## src/rtl/inst_line_refill.sv

```systemverilog
// I-cache line refill engine: turns a cache miss into one 8-beat AXI INCR read
// burst and assembles the returned words into a 256-bit line.
module inst_line_refill #(
  parameter logic [3:0] AXI_ID     = 4'd0,
  parameter int         LINE_WORDS = 8
) (
  input  logic                      clk,
  input  logic                      rst,
  input  logic                      cache_inst_req,
  input  logic                      cache_inst_wr,
  input  logic [1:0]                cache_inst_size,
  input  logic [31:0]               cache_inst_addr,
  input  logic [31:0]               cache_inst_wdata,
  output logic [32*LINE_WORDS-1:0]  cache_inst_rdata,
  output logic                      cache_inst_addr_ok,
  output logic                      cache_inst_data_ok,
  output logic [3:0]                arid,
  output logic [31:0]               araddr,
  output logic [7:0]                arlen,
  output logic [2:0]                arsize,
  output logic [1:0]                arburst,
  output logic                      arvalid,
  input  logic                      arready,
  input  logic [3:0]                rid,
  input  logic [31:0]               rdata,
  input  logic [1:0]                rresp,
  input  logic                      rlast,
  input  logic                      rvalid,
  output logic                      rready,
  output logic [1:0]                fsm_state
);

  typedef enum logic [1:0] {
    IDLE = 2'd0,
    AR   = 2'd1,
    RD   = 2'd2,
    DONE = 2'd3
  } state_t;

  state_t      state;
  logic [26:0] line_addr;
  logic [2:0]  beat_cnt;

  // Writes are never issued and error responses are stored as ordinary data.
  logic unused_inputs;
  assign unused_inputs = ^{cache_inst_wr, cache_inst_size, cache_inst_wdata, rresp};

  // Handshakes: a transfer happens on a rising edge where valid and ready are
  // both 1; the AR fields are held constant from arvalid rising until arready.
  always_ff @(posedge clk) begin
    if (rst) begin
      state              <= IDLE;
      line_addr          <= '0;
      beat_cnt           <= '0;
      cache_inst_rdata   <= '0;
      arvalid            <= 1'b0;
      rready             <= 1'b0;
      cache_inst_data_ok <= 1'b0;
    end else begin
      cache_inst_data_ok <= 1'b0;
      case (state)
        IDLE: begin
          if (cache_inst_req) begin
            line_addr <= cache_inst_addr[31:5];
            beat_cnt  <= '0;
            arvalid   <= 1'b1;
            state     <= AR;
          end
        end
        AR: begin
          if (arready) begin
            arvalid <= 1'b0;
            rready  <= 1'b1;
            state   <= RD;
          end
        end
        RD: begin
          if (rvalid) begin
            // Beats for another ID are drained but must not disturb the line.
            if (rid == AXI_ID) begin
              cache_inst_rdata[{beat_cnt, 5'd0} +: 32] <= rdata;
              beat_cnt <= beat_cnt + 3'd1;
            end
            if (rlast) begin
              rready             <= 1'b0;
              cache_inst_data_ok <= 1'b1;
              state              <= DONE;
            end
          end
        end
        DONE: state <= IDLE;
        default: state <= IDLE;
      endcase
    end
  end

  assign cache_inst_addr_ok = (state == IDLE) && cache_inst_req;
  assign araddr             = {line_addr, 5'd0};
  assign arid               = arvalid ? AXI_ID  : 4'd0;
  assign arlen              = arvalid ? 8'd7    : 8'd0;
  assign arsize             = arvalid ? 3'b010  : 3'b000;
  assign arburst            = arvalid ? 2'b01   : 2'b00;
  assign fsm_state          = state;

endmodule

```

## config.mk

```make
export PLATFORM = sky130hd
export DESIGN_NAME = inst_line_refill
export DESIGN_NICKNAME = d
export VERILOG_FILES = /design/src/rtl/inst_line_refill.sv
export SDC_FILE = /design/constraint.sdc
export NUM_CORES = 1
export LEC_CHECK = 0
export CAP_MARGIN = 20
export CORE_UTILIZATION = 30
export CTS_CLUSTER_SIZE = 40
export DETAILED_ROUTE_END_ITERATION = 7
export GPL_TIMING_DRIVEN = 0
export PLACE_DENSITY = 0.59
export RECOVER_POWER = 100
export SLEW_MARGIN = 20
export SYNTH_ARGS = -nofsm -noshare
export SYNTH_HDL_FRONTEND = slang
export SYNTH_SLANG_ARGS = --single-unit
export TNS_END_PERCENT = 100
```

## constraint.sdc

```tcl
create_clock -name clk -period 3.6 [get_ports clk]
set_clock_uncertainty 0.15 [all_clocks]
set_input_delay 0.72 -clock clk [delete_from_list [all_inputs] [get_ports clk]]
set_output_delay 0.72 -clock clk [all_outputs]
set_load 0.005 [all_outputs]
```

**Word level (Yosys, flattened, before mapping)**

Cells that the tools add are included.

- Word-level logic and storage cells: 55
- Input bits: 111
- Register bits after elaboration: 291

- Shifts and indexed selects: 2
- Equality and inequality tests: 8
- Bitwise operators: 2
- Multiplexer cells: 21
- Reductions and logical operators: 13
- $add $sub $neg: 2

Operators with widths:

| kind | number |
|---|---|
| bitwise mux 256 bit | 1 |
| variable shift 32 x 10 -> 256 bit (first input constant) | 1 |
| variable part select 32 x 10 -> 256 bit | 1 |
| 2-to-1 mux 3 bit | 4 |
| AND reduction 4 bit | 3 |
| 2-to-1 mux 2 bit | 5 |
| inequality test 2 bit (second input constant) | 5 |
| negator 8 -> 10 bit | 1 |
| case mux 2 bit (4 select lines) | 1 |
| 2-to-1 mux 1 bit | 7 |
| case mux 3 bit (2 select lines) | 1 |
| AND reduction 3 bit | 2 |
| nonzero test 2 bit | 3 |
| == test 2 bit (second input constant) | 2 |
| zero test 4 bit | 1 |
| case mux 1 bit (2 select lines) | 2 |
| adder 3 x 1 -> 3 bit (second input constant) | 1 |
| OR reduction 3 bit | 1 |
| == test 2 x 1 -> 1 bit (second input constant) | 1 |
| zero test 2 bit | 1 |
| inverter 1 bit | 2 |
| AND reduction 2 bit | 1 |
| logical AND 1 bit | 1 |

**Depth between registers and ports, before layout**

Gate-level depths: netlist of the first run.

- Depth after elaboration: 4
- Mapped depth: 11

**Worst setup path after synthesis of the first run**

OpenSTA, ideal clock, no wires.

- Path kind: reg-to-reg
- Start point: register beat_cnt[0]
- End point: register cache_inst_rdata[100]
- Data arrival time: 2.497 ns
- Slack: 0.882 ns
- Data required time: 3.380 ns
- Setup time: 0.070 ns
- Stages on the path, launching flop included: 10
- Cell sequence: dfxtp_1 -> buf_2 -> inv_1 -> ha_1 -> ha_1 -> clkbuf_1 -> nor4b_1 -> clkbuf_1 -> nand3_1 -> a21oi_1

- Cells in the longest elaborated chain, start to end: 3

Ends and longest elaborated chain:

| item | RTL line | RTL |
|---|---|---|
| start: declaration | 42 | `logic [2:0] beat_cnt;` |
| start signal: assignment | 82 | `beat_cnt <= beat_cnt + 3'd1;` |
| negator 8 -> 10 bit * | 81 | `cache_inst_rdata[{beat_cnt, 5'd0} +: 32] <= rdata;` |
| variable part select 32 x 10 -> 256 bit or variable shift 32 x 10 -> 256 bit (tied branches) | 81 |  |
| bitwise mux 256 bit * | 81 |  |
| end signal: indexed assignment | 81 |  |
| end: declaration | 14 | `output logic [32*LINE_WORDS-1:0] cache_inst_rdata,` |

Mark *: on every way between the ends. The rest lies on a longest branch, timed or not.
A chain may end at the register's enable or synchronous reset.

**Final worst setup path of the first run**

- Start point: register beat_cnt[0]
- End point: register cache_inst_rdata[154]

The elaborated chain is that of the path after synthesis.

==> run metrics, run 1 <==
Root Driver clkbuf_16; residual DRC count 0; Final Instance Count excl. Fillers 2249; Starting Density 0.3068; outcome complete, no violations; Main synth FF type dfxtp_1; layout cells sized above 1 0.07192; placer congestion estimate 0.8065; Total GRT Usage 0.2249; Layout area overhead 44.25%; Worst Path Buf+Inv 4; register area 5826 µm²; critical path cell sequence buf_2, inv_1, ha_1, ha_1, clkbuf_2, o2111ai_1, clkbuf_2, mux2i_1; CTS buffer count 35; first-pass GRT wire length 66280 µm; # nets final 1834; Sink Count 291; VDD IR-drop max 0.3463 mV; Req. time, crit path 3.84 ns; Tmin final 3.333 ns; Top Ports 422; Yosys top cell area share 0.5006; Horiz. Die Dim 198.9 µm; power density over the cells 458.0 nW/µm²; diodes inserted 0; commonest cells after routing, fill and taps aside 291 x dfxtp_1, 289 x dlygate4sd3_1, 192 x nand2_1; cts hold-fix bufs 0; clk_lat worst skew 0.52 ns; Fin. Hold Viols 0; synth top area cells dfxtp_1 50%, nand2b_1 8.9%, a21oi_1 8.2%; Mapped Avg Cell Area 8.762 µm²; Post-synth EDFFs 0; Leak 0.006846 µW; final wirelength 44760 µm; CP Launch Type flip-flop; DR iter-0 viols 457; Yosys cell types 41; ys async rst share 0; area of the multi-input gates 5072 µm²; grt ovf 0; fillcell total 3787; hold slack 0.2971 ns; wire per inst 19.90 µm; num rows 71; Seq/Total Area, Yosys 0.5006; initial antenna violation count 0; setup ws final 0.2667 ns; Crit path max-delay family buffers and inverters; htree depth 2; Critical Path AT 3.57 ns; Post-DRT Antenna Nets 0; placed cell count 2187; crit-path max cell delay 0.73 ns; Max Slew Vio Count 0; most area-hungry cell type in the Yosys netlist dfxtp_1; Crit Path Class flip-flop to flip-flop; CTS Buffer Depth 3; hold crit path type flip-flop to flip-flop; synthesized instance count 1328; setup bufs post-CTS 0; IO Port Bufs 330; DP Worst Slack -0.1838 ns; Max Clk Rate 0.3000 GHz; Worst path slowest cell o2111ai_1; post-CTS resize count 1; Worst-path clk slew 0.06 ns; Synth Register Bits 291; full die area 39580 µm²; Worst Max-Slew Pin Slew 1.429 ns; period utilization 0.9259; largest net degree at the start of global routing 13; via count 10680; die height 198.9 µm; post-DR vias/cell 4.748; crit end category flip-flop; unrepaired setup endpoints after global routing no; Synth warnings 0; max_cap viols 0; CTS tree built; Max Fanout on Critical Path 10; Final Setup Violations 0; first-pass detailed-route iteration total 5; Core Box Area 37930 µm²; Mapped Area 11640 µm²; commonest non-fill, non-tap cell in the layout dfxtp_1; Slew Limit Headroom 0.04609; vias in the first global route 10640; Post-DP HPWL 32980 µm
==> routing by layer <==
| layer | vias to the layer above | wire length [µm] | global-route usage | part of all wire |
|---|---|---|---|---|
| li1 | 5202 | - | - | - |
| met1 | 5042 | 18660 | 0.2731 | 0.42 |
| met2 | 359 | 21010 | 0.3735 | 0.47 |
| met3 | 75 | 3716 | 0.07053 | 0.083 |
| met4 | 0 | 1379 | 0.07692 | 0.031 |
| met5 | - | 0 | 0 | 0 |
==> cell usage after synthesis, types with 2 or more instances <==
| cell type | instances |
|---|---|
| or4_1 | 2 |
| nand3_1 | 164 |
| buf_4 | 26 |
| inv_1 | 7 |
| nand4_1 | 2 |
| a21oi_1 | 190 |
| nor3_1 | 6 |
| nand2b_1 | 165 |
| nor4_4 | 4 |
| a22o_1 | 31 |
| nand2_1 | 192 |
| buf_6 | 11 |
| ha_1 | 10 |
| nor2b_1 | 5 |
| buf_2 | 15 |
| clkbuf_1 | 109 |
| nor3b_1 | 2 |
| mux2i_1 | 66 |
| nor2_1 | 8 |
| dfxtp_1 | 291 |
| and4_1 | 2 |
==> flip-flops by register name, summed over array words and instances, names as in the netlist <==
name / count
cache_inst_rdata: 256
line_addr: 27
beat_cnt: 3
fsm_state: 2
arvalid: 1
cache_inst_data_ok: 1
rready: 1
==> stage by stage <==
| step | utilization | total power (µW) | setup TNS [ns] | area [µm²] |
|---|---|---|---|---|
| 5_1_grt | 0.4425 | 7995 | 0 | 16780 |
| 3_3_place_gp | 0.4123 | 4293 | -23.89 | 15640 |
| 2_1_floorplan | - | 3851 | 0 | 11700 |
| 3_5_place_dp | 0.4138 | 4298 | -4.113 | 15700 |
| 4_1_cts | 0.4436 | 7829 | 0 | 16830 |
| 6_report | 0.4425 | 7687 | 0 | 16780 |
==> cell type report <==
class,instances,share of cell area
Tap cell,511,0.03809
Sequential cell,291,0.3471
Inverter,7,0.001565
Timing Repair Buffer,332,0.1978
Multi-Input combinational cell,884,0.3022
Clock buffer,48,0.05926
Clock inverter,14,0.007827
Buffer,162,0.04622
==> worst reg2reg max path, stage by stage (launching register included) <==
cell	delay (ns)
dfxtp_1	0.38
buf_2	0.25
inv_1	0.18
ha_1	0.26
ha_1	0.35
clkbuf_2	0.24
o2111ai_1	0.73
clkbuf_2	0.49
mux2i_1	0.18
==> kinds of logic after synthesis <==
kind of cell	count (synthesis)	synth area share
buffers and inverters	169	0.07161
AO/OA/AOI/OAI	229	0.1105
adder cells (fa/ha/maj)	10	0.01075
other	1	0.0003223
flip-flops	291	0.5006
multiplexers	66	0.05677
AND/OR/NAND/NOR	562	0.2494
==> path summary, 6_finish.rpt <==
check / depth (start not counted) / slack [ns] / end / startpoint
setup / recovery: 8 / 0.27 / cache_inst_rdata[154]$_SDFFE_PP0P_ / beat_cnt[0]$_SDFFE_PP0P_
hold / removal: 2 / 0.30 / cache_inst_rdata[106]$_SDFFE_PP0P_ / cache_inst_rdata[106]$_SDFFE_PP0P_
setup reg to reg: 8 / 0.27 / cache_inst_rdata[154]$_SDFFE_PP0P_ / beat_cnt[0]$_SDFFE_PP0P_
hold reg to reg: 2 / 0.30 / cache_inst_rdata[106]$_SDFFE_PP0P_ / cache_inst_rdata[106]$_SDFFE_PP0P_
==> where the power goes <==
group / leakage [µW] / switching (µW) / internal [µW]
Combinational: 0.00393 / 464 / 365
Sequential: 0.00235 / 54.9 / 3300
Clock: 0.000566 / 1420 / 2080
(Power assumes the default switching activity.)
==> run 2: changes to the inputs <==
- CAP_MARGIN: 20 -> 40
==> run metrics, run 2 (synthesized netlist as in run 1, its figures left out) <==
GR Util met3 0.06799 (-0.002543); Req. time, crit path 3.88 ns (+0.04 ns); Worst Max-Slew Pin Slew 1.416 ns (-0.01297 ns); crit end category flip-flop; fillcell total 3755 (-0.84%); Horiz. Die Dim 198.9 µm (unchanged); number of flip-flops in the largest register 256 (unchanged); clk_lat worst skew 0.50 ns (-0.02 ns); residual DRC count 0 (unchanged); Worst path slowest cell nor3_2; diodes inserted 0 (unchanged); final wirelength 44830 µm (+0.14%); # nets final 1837 (+0.16%); Post-DP HPWL 33090 µm (+0.33%); outcome complete, no violations; full die area 39580 µm² (unchanged); hold crit path type flip-flop to flip-flop; Max Fanout on Critical Path 10 (unchanged); setup bufs post-CTS 0 (unchanged); Top Ports 422 (unchanged); Crit Path Class flip-flop to flip-flop; met2 layer usage reported by global route 0.3736 (about the same); VDD IR-drop max 0.3671 mV (+6.0%); Post-DRT Antenna Nets 0 (unchanged); Slew Limit Headroom 0.05475 (+0.008657); most used cell, CP ha_1; die height 198.9 µm (unchanged); Total GRT Usage 0.2235 (-0.001377); Leak 0.006876 µW (+0.44%); commonest non-fill, non-tap cell in the layout dfxtp_1; period utilization 0.9301 (+0.004194); Fin. Hold Viols 0 (unchanged); IO Port Bufs 330 (unchanged); R2R depth 9 (+1); Sink Count 291 (unchanged); Root Driver clkbuf_16; CP Launch Type flip-flop; Tmin final 3.348 ns (+0.01510 ns); crit-path max cell delay 0.71 ns (-0.02 ns); largest net degree at the start of global routing 14 (+1); commonest cells after routing, fill and taps aside 291 x dfxtp_1, 289 x dlygate4sd3_1, 192 x nand2_1; CTS tree built; DR iter-0 viols 431 (-5.7%); grt ovf 0 (unchanged); power density over the cells 463.8 nW/µm² (+1.3%); Max Slew Vio Count 0 (unchanged); layout cells sized above 1 0.07192 (unchanged); CTS buffer count 35 (unchanged); busiest grt layer met2; vias in the first global route 10630 (-0.047%); first-pass detailed-route iteration total 5 (unchanged); critical path cell sequence buf_2, inv_1, ha_1, ha_1, clkbuf_2, nor3_2, clkbuf_1, nand3_1, a21oi_1; Final Setup Violations 0 (unchanged); top flop regs cache_inst_rdata x256, line_addr x27, beat_cnt x3; Layout area overhead 44.92%; first-pass GRT wire length 65780 µm (-0.75%); placer congestion estimate 0.8065 (unchanged); via count 10770 (+0.85%); htree depth 2 (unchanged); Most flops, register cache_inst_rdata; post-CTS resize count 0 (-1); cts hold-fix bufs 0 (unchanged); hold slack 0.2939 ns (-0.003152 ns); Worst-path clk slew 0.06 ns (about the same); Core Box Area 37930 µm² (unchanged); initial antenna violation count 0 (unchanged); max_cap viols 0 (unchanged); post-DR vias/cell 4.788 (+0.85%); Critical Path AT 3.63 ns (+0.06 ns); hold depth 2 (unchanged); unrepaired setup endpoints after global routing no; CTS Buffer Depth 3 (unchanged); wire per inst 19.93 µm (+0.14%); Starting Density 0.3068 (unchanged); met1 GRT Util 0.2712 (-0.001922); Max Clk Rate 0.2986 GHz (-0.45%); num rows 71 (unchanged); Finished Core Util 0.4446 (+0.002078)
## run 2: cell types whose count changed in the layout (fill, tap and decap cells not counted), moves of 2 or more
cell,change
clkbuf_16,+2
clkinvlp_4,+2
inv_6,-3
clkbuf_1,-2
clkinv_2,-7
clkinv_4,+2
## run 2: through the flow
step / cell area [µm²] / TNS, ns / setup slack [ns] / total power, µW / std cells
final: 16860 / 0 / 0.2516 / 7822 / 2249
after global routing: 16860 / 0 / 0.03377 / 8137 / 2249
after CTS: 16900 / 0 / 0.1024 / 7957 / 2248
after global placement: 15640 / -23.89 / -0.6278 / 4293 / 2185
after floorplan: 11700 / 0 / 0.8823 / 3851 / 1344
after detailed placement: 15710 / -4.072 / -0.2119 / 4297 / 2189
## run 2: routing by layer
metal / wire length [µm] / share of wire / vias to the layer above
li1: - / - / 5207
met1: 18700 / 0.42 / 5103
met2: 21060 / 0.47 / 392
met3: 3722 / 0.083 / 67
met4: 1345 / 0.030 / 0
met5: 0 / 0 / -
## run 2: layout make-up
| type | instances | area [µm²] | area share |
|---|---|---|---|
| Tap cell | 511 | 639.4 | 0.03791 |
| Buffer | 162 | 784.5 | 0.04652 |
| Sequential cell | 291 | 5826 | 0.3455 |
| Clock buffer | 50 | 1055 | 0.06255 |
| Timing Repair Buffer | 335 | 3336 | 0.1978 |
| Clock inverter | 9 | 132.6 | 0.007865 |
| Inverter | 7 | 26.28 | 0.001558 |
| Multi-Input combinational cell | 884 | 5065 | 0.3003 |
## run 2: path summary, 6_finish.rpt
check | startpoint | to | slack [ns]
worst min-delay path | cache_inst_rdata[168]$_SDFFE_PP0P_ | cache_inst_rdata[168]$_SDFFE_PP0P_ | 0.29
worst max-delay path | beat_cnt[0]$_SDFFE_PP0P_ | cache_inst_rdata[178]$_SDFFE_PP0P_ | 0.25
worst min register to register | cache_inst_rdata[168]$_SDFFE_PP0P_ | cache_inst_rdata[168]$_SDFFE_PP0P_ | 0.29
worst max register to register | beat_cnt[0]$_SDFFE_PP0P_ | cache_inst_rdata[178]$_SDFFE_PP0P_ | 0.25
## run 2: worst max-delay path: cells and delay by family (launching register included)
| family | cells | cell delay, ns |
|---|---|---|
| compound gates | 1 | 0.18 |
| buf+inv | 4 | 1.11 |
| fa+ha+maj | 2 | 0.59 |
| simple gates | 2 | 0.85 |
| flops | 1 | 0.38 |
## run 2: where the power goes
part	switching [µW]	internal [µW]	leakage [µW]
Combinational	467	366	0.00395
Clock	1390	2250	0.000578
Sequential	54.7	3300	0.00235
Total	1910	5910	0.00688
==> run 3: changes to the inputs <==
- CELL_PAD_IN_SITES_DETAIL_PLACEMENT: not set -> 1
- CELL_PAD_IN_SITES_GLOBAL_PLACEMENT: not set -> 2
- DONT_BUFFER_PORTS: not set -> 1
- PLACE_DENSITY: 0.59 -> 0.69
==> run metrics, run 3 (synthesized netlist as in run 1, its figures left out) <==
Tmin final 3.317 ns (-0.03157 ns); residual DRC count 0 (unchanged); Leak 0.004740 µW (-31%); crit-path max cell delay 0.42 ns (-0.29 ns); reg2reg end cache_inst_rdata[215]$_SDFFE_PP0P_; highest routed layer met4; hold slack 0.1598 ns (-0.1341 ns); critical path cell sequence buf_2, inv_1, ha_1, ha_1, clkbuf_2, nor2_1, nand3_1, nor3_2, clkbuf_2, clkbuf_1, a22o_1; Worst Max-Slew Pin Slew 0.8706 ns (-0.5459 ns); largest net degree at the start of global routing 13 (-1); Max Fanout on Critical Path 10 (unchanged); Worst Path Buf+Inv 5 (+1); fillcell total 4459 (+19%); register area 5826 µm² (unchanged); commonest cells after routing, fill and taps aside 291 x dfxtp_1, 192 x nand2_1, 190 x a21oi_1; CTS tree built; wire per inst 23.58 µm (+18%); Core Box Area 37930 µm² (unchanged); Worst path slowest cell clkbuf_1; M1 WL 18780 µm (+0.47%); CTS buffer count 35 (unchanged); htree depth 2 (unchanged); grt ovf 0 (unchanged); Root Driver clkbuf_16; # nets final 1508 (-18%); via count 9653 (-10%); Most flops, register cache_inst_rdata; first-pass GRT wire length 64070 µm (-2.6%); VDD IR-drop max 0.2757 mV (-25%); CP Launch Type flip-flop; hold depth 2 (unchanged); Req. time, crit path 3.94 ns (+0.06 ns); commonest non-fill, non-tap cell in the layout dfxtp_1; power density over the cells 553.7 nW/µm² (+19%); reg2reg setup slack 0.28 ns (+0.03 ns); first-pass detailed-route iteration total 5 (unchanged); FF-to-FF Start beat_cnt[0]$_SDFFE_PP0P_; post-DR vias/cell 5.022 (+4.9%); Crit Path Class flip-flop to flip-flop; CTS Buffer Depth 3 (unchanged); Total GRT Usage 0.2227 (-0.0008310); period utilization 0.9213 (-0.008769); Fin. Hold Viols 0 (unchanged); Starting Density 0.3068 (unchanged); Layout area overhead 16.56%; clk_lat worst skew 0.52 ns (+0.02 ns); num rows 71 (unchanged); max_cap viols 0 (unchanged); Max Clk Rate 0.3015 GHz (+0.95%); Post-DRT Antenna Nets 0 (unchanged); Max Slew Vio Count 0 (unchanged); layout cells sized above 1 0.09078 (+0.01886); Final Setup Violations 0 (unchanged); initial antenna violation count 0 (unchanged); Finished Core Util 0.3576 (-0.08701); Critical Path AT 3.66 ns (+0.03 ns); unrepaired setup endpoints after global routing no; top flop regs cache_inst_rdata x256, line_addr x27, beat_cnt x3; total power 7510 µW (-4.0%); worst hold path startpoint rdata[0]; IO Port Bufs 0 (-100%); Worst-path clk slew 0.06 ns (about the same); final wirelength 45310 µm (+1.1%); Sink Count 291 (unchanged); Crit path max-delay family buffers and inverters; outcome complete, no violations; full die area 39580 µm² (unchanged); crit end category flip-flop; die height 198.9 µm (unchanged); Slew Limit Headroom 0.4164 (+0.3617); DR iter-0 viols 407 (-5.6%); hold crit path type input pin to flip-flop; metal2 WL 21590 µm (+2.5%); Top Ports 422 (unchanged); number of flip-flops in the largest register 256 (unchanged); R2R depth 11 (+2); met3 wire len 4134 µm (+11%); Horiz. Die Dim 198.9 µm (unchanged); WHS Endpoint cache_inst_rdata[128]$_SDFFE_PP0P_; setup_tns 0 ns (unchanged); placer congestion estimate 0.7680 (-4.8%); Post-DP HPWL 32650 µm (-1.3%); area of the multi-input gates 5091 µm² (+0.52%); vias in the first global route 9549 (-10%)
run 3: worst max path at each step:
| stage | start | to | slack (ns) | cells past startpoint |
|---|---|---|---|---|
| finish | beat_cnt[0]$_SDFFE_PP0P_ | cache_inst_rdata[215]$_SDFFE_PP0P_ | 0.28 | 11 |
| global placement | beat_cnt[0]$_SDFFE_PP0P_ | cache_inst_rdata[210]$_SDFFE_PP0P_ | -0.36 | 9 |
| detailed placement | beat_cnt[0]$_SDFFE_PP0P_ | cache_inst_rdata[113]$_SDFFE_PP0P_ | 0.04 | 9 |
| floorplan | beat_cnt[0]$_SDFFE_PP0P_ | cache_inst_rdata[100]$_SDFFE_PP0P_ | 0.88 | 9 |
| global route | beat_cnt[0]$_SDFFE_PP0P_ | cache_inst_rdata[217]$_SDFFE_PP0P_ | 0.07 | 10 |
| CTS | beat_cnt[0]$_SDFFE_PP0P_ | cache_inst_rdata[115]$_SDFFE_PP0P_ | 0.0008 | 9 |
run 3: repair_timing:
item | in CTS | in global routing
buffers inserted | 0 | 0
hold buffers | 0 | 0
gates resized for setup | 0 | 10
endpoints found under the setup margin | 0 | 90
run 3: routing by layer:
metal,vias to the layer above,GRT usage
li1,4537,-
met1,4754,0.2644
met2,311,0.3753
met3,51,0.07765
met4,0,0.06724
met5,-,0
run 3: where the power goes:
group          switching [µW]  internal (µW)  total [µW]
Combinational             405            198         602
Sequential               80.2           3300        3380
Clock                    1450           2080        3530
Total                    1930           5580        7510
run 3: stage by stage:
step	worst slack, ns	instances	cell area (µm²)
finish	0.2832	1922	13560
global route	0.07164	1921	13560
CTS	0.0008198	1919	13550
detailed placement	0.03684	1859	12410
global placement	-0.3606	1855	12340
floorplan	0.8823	1344	11700
run 3: final cells by class:
| cell class | instances | area share |
|---|---|---|
| Sequential cell | 291 | 0.4295 |
| Multi-Input combinational cell | 884 | 0.3754 |
| Clock buffer | 53 | 0.07998 |
| Buffer | 162 | 0.05830 |
| Tap cell | 511 | 0.04714 |
| Clock inverter | 7 | 0.004151 |
| Timing Repair Buffer | 6 | 0.003413 |
| Inverter | 7 | 0.001937 |
| Antenna cell | 1 | 0.0001845 |
